[config.mk]
export PLATFORM = sky130hd
export DESIGN_NAME = instr_encoder_loader
export DESIGN_NICKNAME = d
export VERILOG_FILES = /design/src/rtl/instr_encoder_loader.sv
export SDC_FILE = /design/constraint.sdc
export NUM_CORES = 1
export LEC_CHECK = 0
export ABC_AREA = 0
export CAP_MARGIN = 20
export CORE_MARGIN = 3
export CORE_UTILIZATION = 35
export DETAILED_ROUTE_END_ITERATION = 7
export GPL_ROUTABILITY_DRIVEN = 0
export GPL_TIMING_DRIVEN = 0
export PLACE_DENSITY = 0.65
export SKIP_CTS_REPAIR_TIMING = 1
export SYNTH_ARGS = -nofsm -noshare
export SYNTH_HDL_FRONTEND = slang
export SYNTH_SLANG_ARGS = --single-unit
[constraint.sdc]
create_clock -name clk -period 2.9 [get_ports clk]
set_clock_uncertainty 0.15 [all_clocks]
set_input_delay 0.435 -clock clk [delete_from_list [all_inputs] [get_ports clk]]
set_output_delay 0.435 -clock clk [all_outputs]
set_load 0.05 [all_outputs]
[src/rtl/instr_encoder_loader.sv]
// instr_encoder_loader
// Packs RV32I field tuples (R-ALU, I-ALU, load, store, branch) into 32-bit
// instruction words. The words go to consecutive instruction-memory addresses,
// starting at 0 in each load session.
//
// Ports:
//   clk, rst_n           clock, asynchronous active-low reset
//   start                pulse that opens a load session (IDLE/DONE only)
//   in_valid / in_ready  tuple handshake
//   in_kind .. in_last   tuple fields (kind 5..7 illegal)
//   mem_we/addr/wdata    instruction-memory write port
//   count                words written this session
//   done, full, err      session status (err is sticky per session)
//
// state | meaning
// IDLE  | after reset, waiting for start
// LOAD  | ready for a tuple
// WRITE | one-cycle memory write of the latched word
// DONE  | session finished, waiting for start
module instr_encoder_loader #(
    parameter int ADDR_W = 8
) (
    input  logic              clk,
    input  logic              rst_n,
    input  logic              start,
    input  logic              in_valid,
    output logic              in_ready,
    input  logic [2:0]        in_kind,
    input  logic [2:0]        in_funct3,
    input  logic              in_funct7b5,
    input  logic [4:0]        in_rd,
    input  logic [4:0]        in_rs1,
    input  logic [4:0]        in_rs2,
    input  logic [12:0]       in_imm,
    input  logic              in_last,
    output logic              mem_we,
    output logic [ADDR_W-1:0] mem_addr,
    output logic [31:0]       mem_wdata,
    output logic [ADDR_W:0]   count,
    output logic              done,
    output logic              full,
    output logic              err
);

    typedef enum logic [1:0] {
        IDLE  = 2'd0,
        LOAD  = 2'd1,
        WRITE = 2'd2,
        DONE  = 2'd3
    } state_t;

    state_t              state_q, state_d;
    logic [ADDR_W-1:0]   addr_q, addr_d;
    logic [ADDR_W:0]     count_q, count_d;
    logic [31:0]         wdata_q, wdata_d;
    logic                last_q, last_d;
    logic                done_q, done_d;
    logic                full_q, full_d;
    logic                err_q, err_d;

    logic [31:0]         enc_word;
    logic                kind_legal;

    always_comb begin
        enc_word   = 32'h0;
        kind_legal = 1'b1;
        case (in_kind)
            3'd0: enc_word = {in_funct7b5 ? 7'b0100000 : 7'b0000000, in_rs2, in_rs1,
                              in_funct3, in_rd, 7'b0110011};
            3'd1: enc_word = {in_imm[11:0], in_rs1, in_funct3, in_rd, 7'b0010011};
            3'd2: enc_word = {in_imm[11:0], in_rs1, in_funct3, in_rd, 7'b0000011};
            3'd3: enc_word = {in_imm[11:5], in_rs2, in_rs1, in_funct3, in_imm[4:0],
                              7'b0100011};
            3'd4: enc_word = {in_imm[12], in_imm[10:5], in_rs2, in_rs1, in_funct3,
                              in_imm[4:1], in_imm[11], 7'b1100011};
            default: kind_legal = 1'b0;
        endcase
    end

    // Handshake and write strobe come straight from the state register.
    assign in_ready  = (state_q == LOAD);
    assign mem_we    = (state_q == WRITE);
    assign mem_addr  = addr_q;
    assign mem_wdata = wdata_q;
    assign count     = count_q;
    assign done      = done_q;
    assign full      = full_q;
    assign err       = err_q;

    always_comb begin
        state_d = state_q;
        addr_d  = addr_q;
        count_d = count_q;
        wdata_d = wdata_q;
        last_d  = last_q;
        done_d  = done_q;
        full_d  = full_q;
        err_d   = err_q;
        case (state_q)
            IDLE, DONE: begin
                if (start) begin
                    addr_d  = '0;
                    count_d = '0;
                    err_d   = 1'b0;
                    full_d  = 1'b0;
                    done_d  = 1'b0;
                    state_d = LOAD;
                end
            end
            LOAD: begin
                if (in_valid) begin
                    if (kind_legal) begin
                        wdata_d = enc_word;
                        last_d  = in_last;
                        state_d = WRITE;
                    end else begin
                        // Illegal tuple is consumed but never written.
                        err_d = 1'b1;
                        if (in_last) begin
                            done_d  = 1'b1;
                            state_d = DONE;
                        end
                    end
                end
            end
            WRITE: begin
                addr_d  = addr_q + 1'b1;
                count_d = count_q + 1'b1;
                if (last_q) begin
                    done_d  = 1'b1;
                    state_d = DONE;
                end else if (addr_q == {ADDR_W{1'b1}}) begin
                    // Capacity exhausted without in_last; addr has wrapped to 0.
                    full_d  = 1'b1;
                    done_d  = 1'b1;
                    state_d = DONE;
                end else begin
                    state_d = LOAD;
                end
            end
            default: state_d = IDLE;
        endcase
    end

    always_ff @(posedge clk or negedge rst_n) begin
        if (!rst_n) begin
            state_q <= IDLE;
            addr_q  <= '0;
            count_q <= '0;
            wdata_q <= '0;
            last_q  <= 1'b0;
            done_q  <= 1'b0;
            full_q  <= 1'b0;
            err_q   <= 1'b0;
        end else begin
            state_q <= state_d;
            addr_q  <= addr_d;
            count_q <= count_d;
            wdata_q <= wdata_d;
            last_q  <= last_d;
            done_q  <= done_d;
            full_q  <= full_d;
            err_q   <= err_d;
        end
    end

endmodule

==> results of run 1 <==
-- registers in the layout (all words and copies together) (netlist names) --
signal,count
last_q,1
state_q,2
full,1
err,1
done,1
count,9
mem_addr,8
mem_wdata,29
-- worst register-to-register path, cell delays in order (launching register included) --
cell,delay [ns]
dfrtp_1,0.41
ha_1,0.30
buf_6,0.12
mux2i_2,0.33
buf_6,0.20
nor3_1,0.06
a21o_1,0.15
a22o_1,0.17
-- power by group --
part	switching, W	leakage, nW	internal [W]
combinational	0.00133	0.958	0.000707
clock	0.000236	0.0552	0.000256
sequential	0.000150	0.669	0.000959
-- cells by family after synthesis --
family	after synthesis
adders and majority gates	4
xor gates and xnor gates	4
other	1
muxes	8
buffers and inverters	24
DFF	52
and+or+nand+nor	112
AOI/OAI and AO/OA	55
-- stage by stage --
step,hold slack (ns),TNS (ns),area (µm²),std cells
after detailed placement,0.286,0,3620,448
final,0.330,0,3740,457
after global routing,0.360,0,3740,457
after floorplan,-0.0106,0,2590,261
after CTS,-0.0480,0,3730,456
after global placement,0.300,-22.01,3610,447
-- worst paths after layout --
path,start,end
min in group asynchronous,rst_n,mem_addr[3]
max in group asynchronous,rst_n,mem_wdata[26]
setup / recovery,state_q[1],in_ready
hold / removal,mem_wdata[25],mem_wdata[25]
hold reg to reg,mem_wdata[25],mem_wdata[25]
setup reg to reg,state_q[1],mem_addr[4]
-- placed cells by master, fill, tap and decap left out, types with 2 or more instances in the layout --
master,netlist,final
o221ai_1,2,2
clkbuf_8,0,5
mux2i_1,4,4
mux2_2,2,2
o21a_1,2,2
and2_1,5,5
a221oi_1,4,4
a221o_1,5,5
xnor2_1,3,3
conb_1,1,2
dfrtp_1,52,52
nand2b_1,2,2
o21ai_0,9,9
a22o_1,7,7
nor2b_1,3,3
inv_1,8,8
nand2_1,54,54
nor3_1,6,6
buf_4,3,3
nand3_1,12,12
clkbuf_1,3,4
buf_6,2,2
nor2_1,18,18
a32o_1,2,2
ha_1,4,4
buf_2,8,9
a21oi_1,4,4
a21o_1,4,4
clkdlybuf4s50_1,0,89
nand4_1,2,2
o31ai_1,3,3
-- per-layer routing --
layer,GRT usage (%),wire length [µm],vias up
met5,0,0,-
met4,4.46,54,0
met3,5.33,504,5
met2,24.9,3050,68
met1,20.6,2870,1059
li1,-,-,1122
-- final cells by class --
| type | instances | share of cell area (%) |
|---|---|---|
| multi-input cells | 185 | 31.0 |
| plain buffers | 16 | 2.58 |
| flip-flops and latches | 52 | 34.8 |
| well taps | 96 | 3.21 |
| clock buffers | 6 | 1.94 |
| clock inverters | 2 | 0.937 |
| repair buffers | 92 | 24.8 |
| inverters | 8 | 0.803 |
==> flow_results.org, run 1 <==
** Status
- Result of the run :: completed

** Setup path
- For the worst flop-to-flop path, the logic depth is 7.
- Critical Path, Cell by Cell :: inv_1 -> ha_1 -> clkdlybuf4s50_1
- In this design, the stage delay of the slowest critical-path cell is slightly below 0.9 ns.
- Counting both buffers and inverters, the worst setup path holds a total of 2.
- The slowest stage of the critical path belongs to the cell clkdlybuf4s50_1.
- The setup check on the worst reg-to-reg path leaves a slack of a little over 0.9 ns.
- Endpoint kind of the worst setup timing path :: output pin
- Startpoint Class :: flop
- Required time reported for the critical path endpoint :: 2.32 ns
- Maximum fanout along the worst path :: 8
- For the worst setup path, the data arrival time is 1.98 ns.
- Kind of critical path :: flop to output pin
- WP depth :: 3
- Largest delay contributor family on the critical path :: buffers and inverters

** Die
- During I/O placement, the number of pins put on the boundary was 94.
- For this configuration, the core starts out at a cell density of a little under two fifths.
- Overall die area :: 0.00845 mm²
- Core Area :: roughly 0.0070 mm²
- Measured along the y axis, the die boundary spans ~92 µm.
- The die is 91.9 µm wide.
- Cell row count :: 30

** Layout
- For this run, the share of the core covered by cells in the final layout is a little over half.
- Counting the fill cells in the layout gives 688.
- Layout cells sized above 1 :: 9.14%
- Number of nets in the final layout :: 404
- Compared with the post-synthesis result, the final layout area differs by 44.8%.
- Area used by multi-input combinational logic :: 0.00116 mm²
- Across the whole layout, storage elements account for roughly 0.0013 mm².
- The repair_antennas step left the layout with diodes totalling 0.

** Placement
- OpenSTA, run right after detailed placement, puts the worst setup slack at ~0.66 ns.
- Number of port buffers :: 90
- Detailed placer's ending HPWL :: ~5000 µm

** Clocking
- In this run the number of H-tree levels came out at 2.
- The clock passes through at most 2 buffers.
- Insertion delay of the later-clocked pin in the worst-skew pair :: approximately 0.3 ns
- Inserted Clock Buffers :: 5
- Number of sinks handled by clock tree synthesis :: 52
- Cell chosen for the clock root :: clkbuf_8
- Worst-path clk slew :: 0.09 ns
- CTS tree :: yes

** Synthesis
- Synthesized area per cell :: approximately 9.9 µm²
- The cell area that synthesis handed to floorplanning was around 0.0026 mm².
- Share of synthesized area spent on multiplexers :: under 10%
- Of all cell types, the one taking the most synthesized area is dfrtp_1.
- Adder-Cell Fraction of Synth Area :: roughly 1.9%
- Synth cell types :: 55
- Commonest cells in the synthesized netlist :: 54 x nand2_1, 52 x dfrtp_1, 18 x nor2_1
- In the synthesized netlist the dominant register cell turns out to be dfrtp_1.
- Area fraction in compound gates after synthesis :: between 15 and 20%
- Summed over its instances, the top area cell type makes up 50.4% of the synthesized netlist area.
- Combinational family with the most area after synthesis :: simple AND/OR/NAND/NOR gates
- For this run, the number of Yosys warnings is 0.
- Summing the areas of all and, or, nand and nor instances in the mapped netlist gives a little over a fifth of the synthesized area.
- Part of the Yosys area used for sequential elements :: 50.4%
- The synthesized netlist devotes 1.36% of its cell area to XOR and XNOR gates.
- Number of enable flip-flop cells after synthesis :: 0
- nand2_1 is the most common cell in the netlist.
- For this run, asynchronously set or reset flops after synthesis account for 100%.
- Counting flops and latches in the post-synthesis netlist gives 52.
- Number of instances in the synthesized netlist :: 260
- Top cells by area in the synthesized netlist :: dfrtp_1 50%, nand2_1 7.8%, nor2_1 2.6%

** STA
- The worst path meets setup with around 0.34 ns of slack.
- Tightest Pin Transition :: about 0.54 ns
- Based on the critical path, the design can be clocked at up to 0.390 GHz.
- Final setup violation count :: 0
- Final hold violation count :: 0
- Counting I/O delays and the setup requirement, the final critical path takes 2.56 ns.
- Setup repair after global routing left no endpoint under its margin.
- The worst path uses about nine tenths of the clock period.
- Max transition margin :: between 60% and 70%
- Max-slew violations :: 0

** Hold path
- Along the worst hold path, the cell count comes to 2.
- The min-delay analysis places its worst path in the category flop to flop.

** Pwr
- The design draws around 0.0036 W.
- Maximum ir drop on the vdd rail :: 0.508 mV
- Dividing total power by cell area gives a power density of 974 mW/mm².
- LEAKAGE :: 1.68 nW

** Route
- Antenna-violating nets left :: 0
- For this block, the initial DRC count from the detailed router was 86.
- After detailed routing, the number of vias per cell comes to just under 5.
- Dividing the detail-routed wire length by the instance count gives 14.2 µm.
- The routed layout has roughly 2,300 vias.
- Wire length after detailed routing :: 6480 µm
- The first detailed-routing pass ran for 4 iterations.
- In the routed design, unresolved DRC markers number 0.

** Flow run
- Max-cap violations in this run came to 0.

** GRT
- Global routing consumed, over all layers together, between 10% and 20% of the routing resources.
- The total overflow left after global routing is 0.
- First-pass GRT wire length :: roughly 11,000 µm
- Entering global routing, the biggest net connects 32 pins.
- Via count of the first global-routing pass :: roughly 2,200
- Number of antenna violations at the first check in global routing :: 0
Power figures use the tool's default switching activity.
==> run 2, diff against run 1 <==
- DONT_BUFFER_PORTS: default -> 1
- PLACE_DENSITY: 0.65 -> default
==> flow_results.org, run 2 (synthesis results as in run 1) <==
** Pwr
- The maximum VDD drop was 0.466 mV (-8.2%).
- LEAKAGE :: 1.35 nW (-20%)
- Cell area power density :: 1110 mW/mm² (+14%)
- The power consumption was 0.00317 W (-13%).

** Route
- Average wire length per cell after detail routing :: 16.8 µm (+18%)
- Antenna-violating nets left :: 0 (unchanged)
- The first-iteration detailed-routing DRC count came to 77 (-10%).
- Wire length after detailed routing :: 6160 µm (-4.9%)
- The number of remaining DRC errors was 0 (unchanged).
- The vias per cell came to 5.26 (+6.6%).
- Pre-Repair DR Iteration Count :: 4 (unchanged)
- The via total after detailed routing came to 1,929 (-14%).

** Placement
- Detailed placer's ending HPWL :: 4580 µm (-8.8%)
- Total placed instance area :: 0.00271 mm² (-25%)
- Number of port buffers :: 0 (-100%)

** Clocking
- TritonCTS built the clock tree.
- Maximum buffer depth of the clock tree :: 2 (unchanged)
- The number of clock buffers inserted by TritonCTS came to 5 (unchanged).
- Worst-path clk slew :: 0.10 ns (about the same)
- The maximum level of the CTS H-tree is 2 (unchanged).
- The tree is rooted in a clkbuf_8.
- Insertion delay of the later-clocked pin in the worst-skew pair :: 0.31 ns (about the same)
- The CTS sink count is 52 (unchanged).

** Layout
- The top cell types in the final layout, fill and taps aside, are 54 x nand2_1, 52 x dfrtp_1, 18 x nor2_1, 12 x nand3_1, 9 x o21ai_0.
- The total inserted antenna cells came to 0 (unchanged).
- Largest register FFs :: 29 (unchanged)
- Number of nets in the final layout :: 314 (-22%)
- Layout cells sized above 1 :: 12.2% (+3.0 points)
- Filler cells :: 705 (+2.5%)
- Area Overhead vs Synth :: 10.6%
- The post-route cell area was 0.00286 mm² (-24%).
- Most common cell after layout, fill and taps aside :: nand2_1

** Die
- Overall die area :: 0.00845 mm² (unchanged)
- Cell row count :: 30 (unchanged)
- The I/O pin count came to 94 (unchanged).
- The die extent in x is 91.9 µm (unchanged).
- Starting utilization of the core area :: 37.0% (unchanged)
- Chip height :: 91.9 µm (unchanged)
- The placeable core region is 0.00698 mm² (unchanged).

** Status
- Result of the run :: completed

** Setup path
- Timing startpoint of the critical path :: state_q[0]
- Endpoint kind of the worst setup timing path :: flop
- Reg-to-Reg Start :: state_q[0]
- Kind of critical path :: flop to flop
- Startpoint Class :: flop
- The worst-path maximum fanout was 10 (+2).
- The data arrival time at the worst-slack endpoint is 2.40 ns (+0.42 ns).
- Traced cell by cell, the critical path runs through inv_1 -> ha_1 -> buf_2 -> mux2i_2 -> buf_6 -> nor4_4 -> xnor2_1 -> nor2_1.
- Worst path slowest cell :: ha_1
- Critical path's largest stage delay :: 0.51 ns (-0.37 ns)
- Required time reported for the critical path endpoint :: 2.95 ns (+0.63 ns)

** STA
- Setup repair after global routing left no endpoint under its margin.
- Achievable clock frequency :: 0.425 GHz (+8.9%)
- The final hold violation count was 0 (unchanged).
- Tightest Pin Transition :: 0.790 ns (+0.253 ns)
- Smallest hold slack :: 0.0704 ns (-0.260 ns)
- Max transition margin :: 47.4% (-17 points)
- The share of the cycle needed by the critical path after routing was 81.2% (-7.2 points).
- Max-slew violations :: 0 (unchanged)
- Shortest clock period the worst path allows after layout :: 2.35 ns (-0.210 ns)
- The setup TNS was 0 ns (unchanged).
- Final setup violation count :: 0 (unchanged)

** GRT
- GRT Total Usage :: 15.2% (-0.58 points)
- The number of global-route vias before repair was 2,008 (-8.7%).
- The pin count of the biggest net entering global routing was 53 (+66%).
- Overall overflow remaining after global route :: 0 (unchanged)
- Number of antenna violations at the first check in global routing :: 0 (unchanged)
- The wire length of the first global-routing pass was 10,200 µm (-5.4%).

** Hold path
- Hold Path Origin :: in_funct3[1]
- HP Class :: input pin to flop

** Flow run
- The max-cap violation count is 0 (unchanged).
[run 2: path summary, 6_finish.rpt]
kind	to	slack (ns)	depth (start not counted)
min in group asynchronous	count[3]	0.49	2
hold / removal	mem_wdata[13]	0.07	2
setup reg to reg	mem_addr[7]	0.55	8
setup / recovery	mem_addr[7]	0.55	8
hold reg to reg	last_q	0.42	2
max in group asynchronous	mem_wdata[26]	1.88	2
[run 2: final cells by class]
cell class,instances,area (µm²),area share (%)
Tap cell,96,120,4.21
Buffer,16,96.3,3.37
Clock buffer,5,68.8,2.41
Inverter,8,30.0,1.05
Sequential cell,52,1300,45.6
Timing Repair Buffer,2,37.5,1.31
Multi-Input combinational cell,185,1160,40.6
Clock inverter,3,42.5,1.49
[run 2: power breakdown]
| part | switching, W | internal, W | leakage (nW) |
|---|---|---|---|
| Combinational | 0.000450 | 0.000302 | 0.623 |
| Clock | 0.000254 | 0.000256 | 0.0541 |
| Sequential | 0.000965 | 0.000944 | 0.669 |
[run 2: critical path, delay by kind of cell, from the launching register on]
family	cells	cell delay, ns
xor+xnor	1	0.15
mux	1	0.15
flops	1	0.39
fa+ha+maj	1	0.51
simple gates	2	0.32
buf+inv	3	0.58
[run 2: metrics by stage]
step	cells	worst slack (ns)	utilization, %
2_1_floorplan	261	0.756	-
3_3_place_gp	357	0.551	38.8
3_5_place_dp	357	0.531	38.8
4_1_cts	365	0.508	40.4
5_1_grt	367	0.318	40.9
6_report	367	0.545	40.9
[run 2: layer usage]
| layer | up-vias | wire length (µm) | GRT usage (%) |
|---|---|---|---|
| met2 | 80 | 2920 | 25.0 |
| met3 | 8 | 624 | 6.56 |
| met5 | - | 0 | 0 |
| li1 | 929 | - | - |
| met1 | 912 | 2540 | 18.0 |
| met4 | 0 | 75 | 4.46 |
